**src/rtl/full_subtractor.sv**
```systemverilog
// Registered ripple-borrow full subtractor: d = a - b - borrow_in, one-cycle latency.
// WIDTH=1 yields the single-bit full-subtractor primitive.

module full_subtractor_cell (
  input  logic a,
  input  logic b,
  input  logic bin,
  output logic d,
  output logic bout
);

  assign d    = a ^ b ^ bin;
  assign bout = (~a & b) | (~(a ^ b) & bin);

endmodule

module full_subtractor #(
  parameter int unsigned WIDTH = 1
) (
  input  logic             clk,
  input  logic             rst_n,
  input  logic             in_valid,
  input  logic [WIDTH-1:0] a,
  input  logic [WIDTH-1:0] b,
  input  logic             borrow_in,
  output logic [WIDTH-1:0] d,
  output logic             borrow_out,
  output logic             out_valid
);

  logic [WIDTH:0]   borrow;
  logic [WIDTH-1:0] diff;

  assign borrow[0] = borrow_in;

  for (genvar i = 0; i < WIDTH; i++) begin : g_cell
    full_subtractor_cell u_cell (
      .a    (a[i]),
      .b    (b[i]),
      .bin  (borrow[i]),
      .d    (diff[i]),
      .bout (borrow[i+1])
    );
  end

  // Result registers only load on valid input, so idle (possibly X) operands never reach d/borrow_out.
  always_ff @(posedge clk or negedge rst_n) begin
    if (!rst_n) begin
      d          <= '0;
      borrow_out <= 1'b0;
      out_valid  <= 1'b0;
    end else begin
      out_valid <= in_valid;
      if (in_valid) begin
        d          <= diff;
        borrow_out <= borrow[WIDTH];
      end
    end
  end

endmodule

```
**config.mk**
```make
export PLATFORM = sky130hd
export DESIGN_NAME = full_subtractor
export DESIGN_NICKNAME = d
export VERILOG_FILES = /design/src/rtl/full_subtractor.sv
export SDC_FILE = /design/constraint.sdc
export NUM_CORES = 1
export LEC_CHECK = 0
export CELL_PAD_IN_SITES_DETAIL_PLACEMENT = 2
export CELL_PAD_IN_SITES_GLOBAL_PLACEMENT = 2
export CORE_AREA = 2 2 39 41
export CTS_CLUSTER_DIAMETER = 30
export DETAILED_ROUTE_END_ITERATION = 8
export DIE_AREA = 0 0 41 43
export GPL_ROUTABILITY_DRIVEN = 0
export PLACE_DENSITY = 0.52
export SYNTH_ARGS = -nofsm -noshare
export SYNTH_HDL_FRONTEND = slang
export SYNTH_SLANG_ARGS = --single-unit
```
**constraint.sdc**
```tcl
create_clock -name clk -period 1.4 [get_ports clk]
set_input_delay 0.21 -clock clk [delete_from_list [all_inputs] [get_ports clk]]
set_output_delay 0.21 -clock clk [all_outputs]
set_load 0.02 [all_outputs]
```
# Word level (Yosys, flattened, before mapping)
# Cells that the tools add are included.
totals:
  ff_bits: 3
  out_inout_bits: 3
  input_bits: 6
  wordCells: 10
op_classes:
  bitwise: 7
ops:
  columns: ["operator", "n"]
  rows:
  - ["$and A1 B1 Y1", 2]
  - ["$not A1 Y1", 2]
  - ["$xor A1 B1 Y1", 2]
  - ["$or A1 B1 Y1", 1]

# Longest topological paths before layout
# Gate-level depths: netlist of run 1.
logic_depth:
  ltp_word: 4
  mapped_depth: 3
  mapped_depth_nobuf: 3

# Hierarchy
# From an unflattened synthesis of run 1, not the netlist that was laid out.
unflattened:
  cells_unflattened: 9
  area_unflattened_um2: 128.9
modules_own_cells:
  columns: ["module", "instances", "cells_each", "area_each_um2", "seq_area_each_um2"]
  rows:
  - ["full_subtractor", 1, 5, 97.6, 75.1]
  - ["full_subtractor_cell", 1, 4, 31.3, 0.0]

# Least setup slack after synthesis of run 1
# No wires, ideal clock.
synth_timing:
  path_type: "input to register"
  start: "in b"
  end: "reg d"
  slack_ns: 0.348
  arrival_time_ns: 0.927
  cell_stages: 3
  setup_time_ns: 0.125
  path_cell_list: "inv_1 -> fa_1 -> mux2_4"
synth_via:
  elab_chain_cells: 2
synth_lines:
  columns: ["item", "line", "rtl"]
  rows:
  - ["start: declaration", "24", "input logic [WIDTH-1:0] b,"]
  - ["$xor A1 B1 Y1 (2 in a row)", "12", "assign d = a ^ b ^ bin;"]
  - ["net diff", "32", "logic [WIDTH-1:0] diff;"]
  - ["end signal: assignment", "55", "d <= diff;"]
  - ["end: declaration", "26", "output logic [WIDTH-1:0] d,"]
# The timed path passes the listed nets, and every way through them passes these cells.
# A chain may end at the register's enable or synchronous reset.

# Worst setup path after layout of run 1
layout_timing:
  start: "reg out_valid"
  end: "out out_valid"
layout_rtl:
  columns: ["item", "line", "rtl"]
  rows:
  - ["start: declaration", "28", "output logic out_valid"]
  - ["start signal: assignment", "53", "out_valid <= in_valid;"]
# No word-level cell between the ends.

==> flow_summary.rst, run 1 <==
.. list-table::
   :header-rows: 1

   * - Metric
     - Value
   * - Outcome
     - finished clean
   * - Overall Global Routing Usage
     - between 4 and 5%
   * - Vias in the first global route
     - roughly 110
   * - Clk_skew
     - 0 ns
   * - Routed Antenna Nets
     - 0
   * - Clk_lat worst skew
     - approximately 0.23 ns
   * - First-pass GRT wire length
     - about 450 um
   * - Routed wire length
     - 313 um
   * - Global Route met2 Usage
     - roughly 5%
   * - Highest-count cells in the layout ignoring fill and taps
     - sky130_fd_sc_hd__clkdlybuf4s50_1 (6), sky130_fd_sc_hd__dfrtp_1 (3), sky130_fd_sc_hd__clkbuf_4 (3)
   * - Highest ir drop seen on vdd
     - ~0.00015 V
   * - Number of antenna violations at the first check in global routing
     - 0
   * - Number of top-level pins
     - 9
   * - Sort of element at the end of the critical path
     - output port
   * - Number of instances in the synthesized netlist
     - 9
   * - Final non-filler cell total
     - 37
   * - Initial standard-cell utilization of the core
     - between 9 and 10%
   * - Cell area after synthesis
     - between 100 and 150 um2
   * - Share of layout cells above drive strength 1
     - approximately a fifth
   * - Port Buffer Count
     - 8
   * - Slew at the pin with the worst max-slew slack
     - around 0.21 ns
   * - Total clock buffers created by CTS
     - 3
   * - Leak
     - 0.1123 nW
   * - Synth unique cells
     - 6
   * - Final routed DRC violation total
     - 0
   * - Deepest level of the CTS H-tree
     - 1
   * - Series of cell instances along the critical path
     - clkdlybuf4s50_1
   * - Mean cell area of the mapped netlist
     - 14.04 um2
   * - Max Transition Viols Final
     - 0
   * - Count of state elements after synthesis
     - 3
   * - Cell area after layout
     - 250.2 um2
   * - Path type of the worst min-delay path
     - input port to asynchronous set/reset pin
   * - Highest clock frequency the design can meet
     - about 740 MHz
   * - Biggest cell delay along the critical path
     - ~0.60 ns
   * - Routed wire length per instance
     - between 8 and 9 um
   * - TritonCTS clock tree
     - yes
   * - Critical path data required time
     - approximately 1.2 ns
   * - Dominant cell type by area after synthesis
     - sky130_fd_sc_hd__dfrtp_1
   * - Power Dens Cells
     - about 1300 nW/um2
   * - Crit path max fanout
     - 1
   * - Number of clock sinks seen by CTS
     - 3
   * - Post-route minimum period
     - between 1 and 1.5 ns
   * - Total congestion overflow
     - 0
   * - Pin count of the biggest net entering global routing
     - 5
   * - Final #Nets
     - 29
   * - Top post-synthesis cells by area
     - sky130_fd_sc_hd__dfrtp_1 (59%), sky130_fd_sc_hd__fa_1 (16%), sky130_fd_sc_hd__mux2_4 (12%)
   * - Share of the yosys chip area belonging to registers
     - 59.41%
   * - Sum of net half-perimeters after detailed placement
     - 254.2 um
   * - Rows
     - 14
   * - Data arrival time of the critical path
     - about 1.1 ns
   * - Net count of the mapped netlist
     - 16
   * - Dominant delay contributor by cell family on the critical path
     - buffers and inverters
   * - Buffers from clock root to sink, at most
     - 2
   * - CTS Hold Buffers Added
     - 0
   * - Die width
     - 41 um
   * - Cell area after placement
     - about 230 um2
   * - Crit path launch type
     - register
   * - M1 GR Usage
     - 3.571%
   * - Placeable core area
     - 1384 um2
   * - Hold violation count in the final report
     - 0
   * - Reported max-cap violation count
     - 0
   * - Vias per cell
     - around 3.0
   * - First drt pass iteration count
     - 2
   * - Warnings, synthesis
     - 0
   * - Met3 GRT Util
     - about 3.1%
   * - Root buffer selected by CTS
     - sky130_fd_sc_hd__clkbuf_4
   * - Worst slew margin relative to its limit
     - a little under nine tenths
   * - Clock transition at the registers of the reported paths
     - 0.04 ns
   * - Area share of the leading cell type in the synthesized netlist
     - 59.41%
   * - Area growth from synthesis to layout
     - 98.02%
   * - Setup Viol. Count Final
     - 0
   * - Most congested layer reported by global routing
     - met4
   * - Buffers & Inverters on Critical Path
     - 1
   * - Unrepaired setup endpoints after global routing
     - no
   * - Area of the die
     - around 1800 um2
   * - Layout fillers
     - about 160
   * - Most common cell after layout, fill and taps aside
     - sky130_fd_sc_hd__clkdlybuf4s50_1
   * - Die Y
     - 43 um
   * - DRC violation total after the first TritonRoute iteration
     - 2
   * - Placed Cells incl. Taps
     - 33
   * - Slowest library cell on the worst path
     - sky130_fd_sc_hd__clkdlybuf4s50_1
   * - Vias after detailed routing
     - about 110
   * - Diodes inserted
     - 0
   * - Tcrit/Tclk final
     - between 90% and 100%
   * - Crit Path Category
     - register to output port
[Yosys cell counts]
master,count
sky130_fd_sc_hd__a21oi_1,1
sky130_fd_sc_hd__nor2_1,1
sky130_fd_sc_hd__mux2_4,1
sky130_fd_sc_hd__dfrtp_1,3
sky130_fd_sc_hd__inv_1,2
sky130_fd_sc_hd__fa_1,1
[area by class of cell]
class | count | area (um2) | share of cell area, %
Timing Repair Buffer | 8 | 77.57 | 31.00
Sequential cell | 3 | 75.07 | 30.00
Multi-Input combinational cell | 4 | 43.79 | 17.50
Clock buffer | 4 | 26.28 | 10.50
Tap cell | 16 | 20.02 | 8.000
Inverter | 2 | 7.507 | 3.000
[routing by layer]
layer,vias to the layer above,part of all wire [%]
met5,-,0
met4,0,7.3
met3,4,20
met2,11,39
met1,47,33
li1,50,-
[kinds of logic (layout without fill, tap and decap cells)]
logic type,count (synthesis),after routing,synth area share (%)
adders and majority gates,1,1,15.84
DFF,3,3,59.40
AOI/OAI and AO/OA,1,1,3.957
and+or+nand+nor,1,1,2.967
muxes,1,1,11.88
buffers and inverters,2,14,5.943
[power by group]
part | internal [mW] | leakage [nW] | switching, mW
registers | 0.0976 | 0.0345 | 0.00498
logic | 0.0351 | 0.0628 | 0.0280
clock network | 0.107 | 0.0150 | 0.0448
total | 0.240 | 0.112 | 0.0778
[per-stage QoR]
step	utilization [%]	setup WS, ns	hold WS (ns)	TNS (ns)	total power [mW]
floorplan	-	0.3481	-0.08559	0	0.1325
global placement	16.37	-0.1280	0.3990	-0.1280	0.1719
detailed placement	16.37	-0.1773	0.4072	-0.1773	0.1754
CTS	18.08	0.03407	0.1585	0	0.3283
global route	18.08	0.0003878	0.1568	0	0.3391
finish	18.08	0.05100	0.1608	0	0.3173
[sequential cells by signal, indices dropped and copies added, names as in the netlist]
signal,flops
out_valid,1
d,1
borrow_out,1
[path summary, 6_finish.rpt]
kind	startpoint	endpoint	slack, ns	cells after the start
min in group clk	d$_DFFE_PN0P_	d$_DFFE_PN0P_	0.51	1
max	out_valid$_DFF_PN0_	out_valid	0.05	1
max in group asynchronous	rst_n	borrow_out$_DFFE_PN0P_	1.10	1
max reg2reg	d$_DFFE_PN0P_	d$_DFFE_PN0P_	0.65	1
min	rst_n	out_valid$_DFF_PN0_	0.16	1
min reg2reg	d$_DFFE_PN0P_	d$_DFFE_PN0P_	0.51	1
[what timing repair did]
| action | in CTS | in global routing |
|---|---|---|
| setup buffers | 0 | 0 |
| setup endpoints to repair | 2 | 0 |
| hold endpoints to repair | 0 | 0 |
| gates resized for setup | 2 | 0 |
Note: power is estimated with default switching activity, not from simulation.
==> inputs of run 2 (changes only) <==
--- a/config.mk
+++ b/config.mk
@@ -15,4 +15,5 @@
 export PLACE_DENSITY = 0.52
 export SYNTH_ARGS = -nofsm -noshare
 export SYNTH_HDL_FRONTEND = slang
+export SYNTH_HIERARCHICAL = 1
 export SYNTH_SLANG_ARGS = --single-unit
==> flow_summary.rst, run 2 <==
.. list-table::
   :header-rows: 1

   * - Metric
     - Value
   * - First drt pass iteration count
     - 2 (unchanged)
   * - Buffers from clock root to sink, at most
     - 2 (unchanged)
   * - Power share of the clock group
     - 47.5% (-0.3 points)
   * - Net count of the mapped netlist
     - 16 (unchanged)
   * - Port Buffer Count
     - 8 (unchanged)
   * - Die Y
     - 43 um (unchanged)
   * - Portion of total power attributed to combinational logic
     - 20.4% (+0.5 points)
   * - Number of instances in the synthesized netlist
     - 9 (unchanged)
   * - Clk_lat worst skew
     - 0.23 ns (about the same)
   * - Sum of net half-perimeters after detailed placement
     - 241.3 um (-5.1%)
   * - Sort of element at the end of the critical path
     - output port
   * - Cell area after synthesis
     - 128.9 um2 (+2.0%)
   * - Fraction of power consumed by sequential logic
     - 32.1% (-0.2 points)
   * - Critical path data required time
     - 1.19 ns (about the same)
   * - Slew at the pin with the worst max-slew slack
     - 0.2264 ns (+0.01142 ns)
   * - Layout fillers
     - 161 (unchanged)
   * - Crit Path Category
     - register to output port
   * - Initial standard-cell utilization of the core
     - 9.313% (+0.18 points)
   * - Total power of the final layout
     - 318.2 uW (+0.28%)
   * - Mean cell area of the mapped netlist
     - 14.32 um2 (+2.0%)
   * - Clk_skew
     - 0 ns (unchanged)
   * - TritonCTS clock tree
     - yes
   * - Dominant cell type by area after synthesis
     - sky130_fd_sc_hd__dfrtp_1
   * - Number of clock sinks seen by CTS
     - 3 (unchanged)
   * - Tcrit/Tclk final
     - 96.25% (-0.11 points)
   * - Slowest library cell on the worst path
     - sky130_fd_sc_hd__clkdlybuf4s50_1
   * - Area share of the leading cell type in the synthesized netlist
     - 58.25% (-1.2 points)
   * - Crit path max fanout
     - 1 (unchanged)
   * - Path type of the worst min-delay path
     - input port to asynchronous set/reset pin
   * - Unrepaired setup endpoints after global routing
     - no
   * - Placeable core area
     - 1384 um2 (unchanged)
   * - Clock transition at the registers of the reported paths
     - 0.04 ns (about the same)
   * - Total congestion overflow
     - 0 (unchanged)
   * - Buffers & Inverters on Critical Path
     - 1 (unchanged)
   * - Pre-CTS setup slack
     - -0.1604 ns (+0.01687 ns)
   * - Highest-count cells in the layout ignoring fill and taps
     - sky130_fd_sc_hd__clkdlybuf4s50_1 (6), sky130_fd_sc_hd__dfrtp_1 (3), sky130_fd_sc_hd__clkbuf_4 (3), sky130_fd_sc_hd__inv_1 (3), sky130_fd_sc_hd__mux2_2 (2)
   * - Warnings, synthesis
     - 6 (+6)
   * - Highest ir drop seen on vdd
     - 0.0001705 V (+10%)
   * - Internal portion of total power
     - 240.8 uW (+0.55%)
   * - Final #Nets
     - 29 (unchanged)
   * - Number of synthesized flops with an enable pin
     - 0 (unchanged)
   * - Share of the yosys chip area belonging to registers
     - 58.25% (-1.2 points)
   * - Number of antenna violations at the first check in global routing
     - 0 (unchanged)
   * - Dominant delay contributor by cell family on the critical path
     - buffers and inverters
   * - Biggest cell delay along the critical path
     - 0.59 ns (about the same)
   * - Vias in the first global route
     - 122 (+9.9%)
   * - Cell area after placement
     - 229.0 um2 (+1.1%)
   * - Diodes inserted
     - 0 (unchanged)
   * - Overall Global Routing Usage
     - 4.431% (-0.40 points)
   * - Routed Antenna Nets
     - 0 (unchanged)
   * - Share of layout cells above drive strength 1
     - 23.81% (+4.8 points)
   * - Hold violation count in the final report
     - 0 (unchanged)
   * - Leading post-synthesis cells by instance count
     - sky130_fd_sc_hd__dfrtp_1 (3), sky130_fd_sc_hd__inv_1 (3), sky130_fd_sc_hd__mux2_2 (2), sky130_fd_sc_hd__fa_1 (1)
   * - Total clock buffers created by CTS
     - 3 (unchanged)
   * - DRC violation total after the first TritonRoute iteration
     - 1 (-1)
   * - Reported max-cap violation count
     - 0 (unchanged)
   * - Series of cell instances along the critical path
     - clkdlybuf4s50_1
   * - Max Transition Viols Final
     - 0 (unchanged)
   * - Setup Viol. Count Final
     - 0 (unchanged)
   * - Final routed DRC violation total
     - 0 (unchanged)
   * - Routed wire length per instance
     - 7.622 um (-9.9%)
   * - Data arrival time of the critical path
     - 1.14 ns (about the same)
   * - Post-layout worst setup margin
     - 0.05256 ns (+0.001562 ns)
   * - Area of the die
     - 1763 um2 (unchanged)
   * - Outcome
     - finished clean
   * - Final non-filler cell total
     - 37 (unchanged)
   * - Root buffer selected by CTS
     - sky130_fd_sc_hd__clkbuf_4
   * - Worst slew margin relative to its limit
     - 84.88% (-0.74 points)
   * - Rows
     - 14 (unchanged)
   * - Number of top-level pins
     - 9 (unchanged)
   * - Pin count of the biggest net entering global routing
     - 4 (-1)
   * - Worst slack on hold paths
     - 0.1641 ns (+0.003289 ns)
   * - Deepest level of the CTS H-tree
     - 1 (unchanged)
   * - Placed Cells incl. Taps
     - 33 (unchanged)
   * - Power Dens Cells
     - 1241 nW/um2 (-2.2%)
   * - Synth unique cells
     - 4 (-2)
   * - Highest clock frequency the design can meet
     - 742.1 MHz (+0.12%)
   * - Routed wire length
     - 282 um (-9.9%)
   * - Switching Share
     - 24.32% (-0.20 points)
   * - Most frequently used flop master after synthesis
     - sky130_fd_sc_hd__dfrtp_1
   * - Most common cell after layout, fill and taps aside
     - sky130_fd_sc_hd__clkdlybuf4s50_1
   * - Async set-reset flop share out of synthesis
     - 100.0% (unchanged)
   * - Largest registers
     - borrow_out x1, d x1, out_valid x1
   * - Post-CTS repair timing setup buffer count
     - 0 (unchanged)
   * - Die width
     - 41 um (unchanged)
   * - Top post-synthesis cells by area
     - sky130_fd_sc_hd__dfrtp_1 (58%), sky130_fd_sc_hd__mux2_2 (17%), sky130_fd_sc_hd__fa_1 (16%)
   * - Vias per cell
     - 3.000 (-0.89%)
   * - Post-route minimum period
     - 1.347 ns (-0.001562 ns)
   * - Leak
     - 0.1231 nW (+9.7%)
   * - Area growth from synthesis to layout
     - 99.03%
   * - Cell area after layout
     - 256.5 um2 (+2.5%)
   * - Count of state elements after synthesis
     - 3 (unchanged)
   * - Psw
     - 77.39 uW (-0.53%)
   * - Crit path launch type
     - register
   * - First-pass GRT wire length
     - 400 um (-11%)
   * - Vias after detailed routing
     - 111 (-0.89%)
run 2: changes by cell type after synthesis, sizes merged:
cell,change
a21oi,-1
inv,+1
mux2,+1
nor2,-1
run 2: cell type report:
class,count,area (um2),area share [%]
Clock buffer,4,26.28,10.24
Inverter,3,11.26,4.390
Multi-Input combinational cell,3,42.54,16.59
Sequential cell,3,75.07,29.27
Tap cell,16,20.02,7.805
Timing Repair Buffer,8,81.33,31.71
run 2: power by group through the flow:
stage	logic, mW	clock network (mW)	registers (mW)
final	0.0649	0.151	0.102
after global routing	0.0706	0.164	0.104
after CTS	0.0672	0.159	0.103
after detailed placement	0.0713	0	0.104
after global placement	0.0674	0	0.104
after floorplan	0.0139	0	0.118
run 2: final timing paths:
path                                   startpoint  cells past startpoint                endpoint  slack (ns)
hold / removal                              rst_n                      1  borrow_out$_DFFE_PN0P_        0.16
min in group clk                         in_valid                      1     out_valid$_DFF_PN0_        0.49
setup reg to reg           borrow_out$_DFFE_PN0P_                      1  borrow_out$_DFFE_PN0P_        0.67
hold reg to reg                     d$_DFFE_PN0P_                      1           d$_DFFE_PN0P_        0.50
max in group asynchronous                   rst_n                      1           d$_DFFE_PN0P_        1.09
setup / recovery              out_valid$_DFF_PN0_                      1               out_valid        0.05
run 2: what timing repair did:
item,4_1_cts,5_1_grt
hold buffers,0,0
gates resized for setup,1,1
setup endpoints to repair,1,1
run 2: metrics by stage:
stage	util, %	TNS (ns)
after floorplan	-	0
after global placement	16.55	-0.1267
after global routing	18.54	0
after CTS	18.35	0
final	18.54	0
after detailed placement	16.55	-0.1604
run 2: cell families after synthesis:
| kind of cell | after synthesis | synth area share [%] |
|---|---|---|
| adder cells (fa/ha/maj) | 1 | 15.53 |
| flip-flops | 3 | 58.25 |
| buffers and inverters | 3 | 8.737 |
| multiplexers | 2 | 17.47 |
run 2: layer usage:
| layer | vias up | track usage (%) | wire [um] |
|---|---|---|---|
| met4 | 0 | 10.00 | 19 |
| li1 | 49 | - | - |
| met5 | - | 0 | 0 |
| met2 | 11 | 4.688 | 105 |
| met1 | 49 | 2.597 | 104 |
| met3 | 2 | 3.141 | 54 |
==> inputs of run 3 (changes only) <==
--- a/config.mk
+++ b/config.mk
@@ -13,6 +13,7 @@
 export DIE_AREA = 0 0 41 43
 export GPL_ROUTABILITY_DRIVEN = 0
 export PLACE_DENSITY = 0.52
+export SKIP_CTS_REPAIR_TIMING = 1
 export SYNTH_ARGS = -nofsm -noshare
 export SYNTH_HDL_FRONTEND = slang
 export SYNTH_HIERARCHICAL = 1
==> flow_summary.rst, run 3 (synthesized netlist as in run 2, its figures left out) <==
.. list-table::
   :header-rows: 1

   * - Metric
     - Value
   * - Outcome
     - finished clean
   * - Deepest level of the CTS H-tree
     - 1 (unchanged)
   * - Routed wire length per instance
     - 7.676 um (+0.71%)
   * - Largest registers
     - borrow_out x1, d x1, out_valid x1
   * - Most common cell after layout, fill and taps aside
     - sky130_fd_sc_hd__clkdlybuf4s50_1
   * - Path type of the worst min-delay path
     - input port to asynchronous set/reset pin
   * - Buffers from clock root to sink, at most
     - 2 (unchanged)
   * - Clk_skew
     - 0 ns (unchanged)
   * - Clock transition at the registers of the reported paths
     - 0.04 ns (about the same)
   * - Post-layout worst setup margin
     - 0.05256 ns (unchanged)
   * - Crit path launch type
     - register
   * - Switching Share
     - 24.04% (-0.29 points)
   * - Pre-CTS setup slack
     - -0.1604 ns (unchanged)
   * - Biggest cell delay along the critical path
     - 0.59 ns (about the same)
   * - Power share of the clock group
     - 47.1% (-0.4 points)
   * - Max Transition Viols Final
     - 0 (unchanged)
   * - Vias after detailed routing
     - 111 (unchanged)
   * - Final routed DRC violation total
     - 0 (unchanged)
   * - Slowest library cell on the worst path
     - sky130_fd_sc_hd__clkdlybuf4s50_1
   * - Reported max-cap violation count
     - 0 (unchanged)
   * - Rows
     - 14 (unchanged)
   * - Crit path max fanout
     - 1 (unchanged)
   * - Psw
     - 77.16 uW (-0.30%)
   * - Pin count of the biggest net entering global routing
     - 4 (unchanged)
   * - Die Y
     - 43 um (unchanged)
   * - Unrepaired setup endpoints after global routing
     - no
   * - Highest-count cells in the layout ignoring fill and taps
     - sky130_fd_sc_hd__clkdlybuf4s50_1 (6), sky130_fd_sc_hd__dfrtp_1 (3), sky130_fd_sc_hd__clkbuf_4 (3), sky130_fd_sc_hd__inv_1 (3)
   * - Routed Antenna Nets
     - 0 (unchanged)
   * - First-pass GRT wire length
     - 400 um (unchanged)
   * - Series of cell instances along the critical path
     - clkdlybuf4s50_1
   * - Share of layout cells above drive strength 1
     - 23.81% (unchanged)
   * - Fraction of power consumed by sequential logic
     - 31.8% (-0.3 points)
   * - Highest ir drop seen on vdd
     - 0.0001705 V (about the same)
   * - Number of clock sinks seen by CTS
     - 3 (unchanged)
   * - Total clock buffers created by CTS
     - 3 (unchanged)
   * - Diodes inserted
     - 0 (unchanged)
   * - Setup Viol. Count Final
     - 0 (unchanged)
   * - Data arrival time of the critical path
     - 1.14 ns (about the same)
   * - Routed wire length
     - 284 um (+0.71%)
   * - Buffers & Inverters on Critical Path
     - 1 (unchanged)
   * - Number of top-level pins
     - 9 (unchanged)
   * - Layout fillers
     - 159 (-1.2%)
   * - Clk_lat worst skew
     - 0.23 ns (about the same)
   * - Placeable core area
     - 1384 um2 (unchanged)
   * - Area of the die
     - 1763 um2 (unchanged)
   * - Final non-filler cell total
     - 37 (unchanged)
   * - First drt pass iteration count
     - 2 (unchanged)
   * - Area growth from synthesis to layout
     - 101.9%
   * - Number of antenna violations at the first check in global routing
     - 0 (unchanged)
   * - Sum of net half-perimeters after detailed placement
     - 241.3 um (unchanged)
   * - Tcrit/Tclk final
     - 96.25% (unchanged)
   * - Critical path data required time
     - 1.19 ns (about the same)
   * - Root buffer selected by CTS
     - sky130_fd_sc_hd__clkbuf_4
   * - Stages on worst setup path
     - 1 (unchanged)
   * - Die width
     - 41 um (unchanged)
   * - Portion of total power attributed to combinational logic
     - 21.1% (+0.7 points)
   * - Dominant delay contributor by cell family on the critical path
     - buffers and inverters
   * - Internal portion of total power
     - 243.8 uW (+1.3%)
   * - Total power of the final layout
     - 321.0 uW (+0.88%)
   * - Placed Cells incl. Taps
     - 33 (unchanged)
   * - Vias in the first global route
     - 122 (unchanged)
   * - Worst slew margin relative to its limit
     - 84.29% (-0.60 points)
   * - Leak
     - 0.1310 nW (+6.4%)
   * - Sort of element at the end of the critical path
     - output port
   * - Hold violation count in the final report
     - 0 (unchanged)
   * - Port Buffer Count
     - 8 (unchanged)
   * - Vias per cell
     - 3.000 (unchanged)
   * - Post-route minimum period
     - 1.347 ns (unchanged)
   * - Highest clock frequency the design can meet
     - 742.1 MHz (unchanged)
   * - Crit Path Category
     - register to output port
   * - Power Dens Cells
     - 1233 nW/um2 (-0.58%)
   * - Initial standard-cell utilization of the core
     - 9.313% (unchanged)
   * - Overall Global Routing Usage
     - 4.431% (unchanged)
   * - TritonCTS clock tree
     - yes
   * - Length in cells of the worst reg-to-reg path
     - 1 (unchanged)
   * - Slew at the pin with the worst max-slew slack
     - 0.2353 ns (+0.008932 ns)
   * - DRC violation total after the first TritonRoute iteration
     - 1 (unchanged)
   * - Final #Nets
     - 29 (unchanged)
   * - Total congestion overflow
     - 0 (unchanged)
[run 3: power groups by stage]
stage	registers, mW	logic (mW)	clock network, mW
detailed placement	0.104	0.0713	0
CTS	0.103	0.0714	0.159
global placement	0.104	0.0674	0
finish	0.102	0.0677	0.151
global route	0.104	0.0741	0.164
floorplan	0.118	0.0139	0
[run 3: worst paths after layout]
path | start | end | slack [ns]
max | out_valid$_DFF_PN0_ | out_valid | 0.05
min | rst_n | borrow_out$_DFFE_PN0P_ | 0.16
max reg2reg | borrow_out$_DFFE_PN0P_ | borrow_out$_DFFE_PN0P_ | 0.67
min reg2reg | d$_DFFE_PN0P_ | d$_DFFE_PN0P_ | 0.50
max in group asynchronous | rst_n | d$_DFFE_PN0P_ | 1.09
min in group clk | in_valid | out_valid$_DFF_PN0_ | 0.49
[run 3: cell type report]
| cell class | count | area (um2) | share of cell area, % |
|---|---|---|---|
| multi-input combinational | 3 | 42.54 | 16.35 |
| clock buffer | 4 | 26.28 | 10.10 |
| inverter | 3 | 11.26 | 4.327 |
| timing repair buffer | 8 | 85.08 | 32.69 |
| sequential | 3 | 75.07 | 28.85 |
| tap | 16 | 20.02 | 7.692 |
[run 3: routing by layer]
metal,up-vias,routed length [um],track usage [%]
met4,0,19,10.00
met3,2,54,3.141
met2,11,105,4.688
li1,49,-,-
met1,49,105,2.597
met5,-,0,0
[run 3: per-stage QoR]
stage          cell area [um2]      TNS, ns  hold slack [ns]  util, %
6_report                 260.3            0           0.1641    18.81
3_5_place_dp             229.0      -0.1604           0.4079    16.55
3_3_place_gp             229.0      -0.1267           0.4008    16.55
5_1_grt                  260.3            0           0.1750    18.81
4_1_cts                  255.2  -0.00003353           0.1610    18.44
2_1_floorplan            128.9            0         -0.08559        -
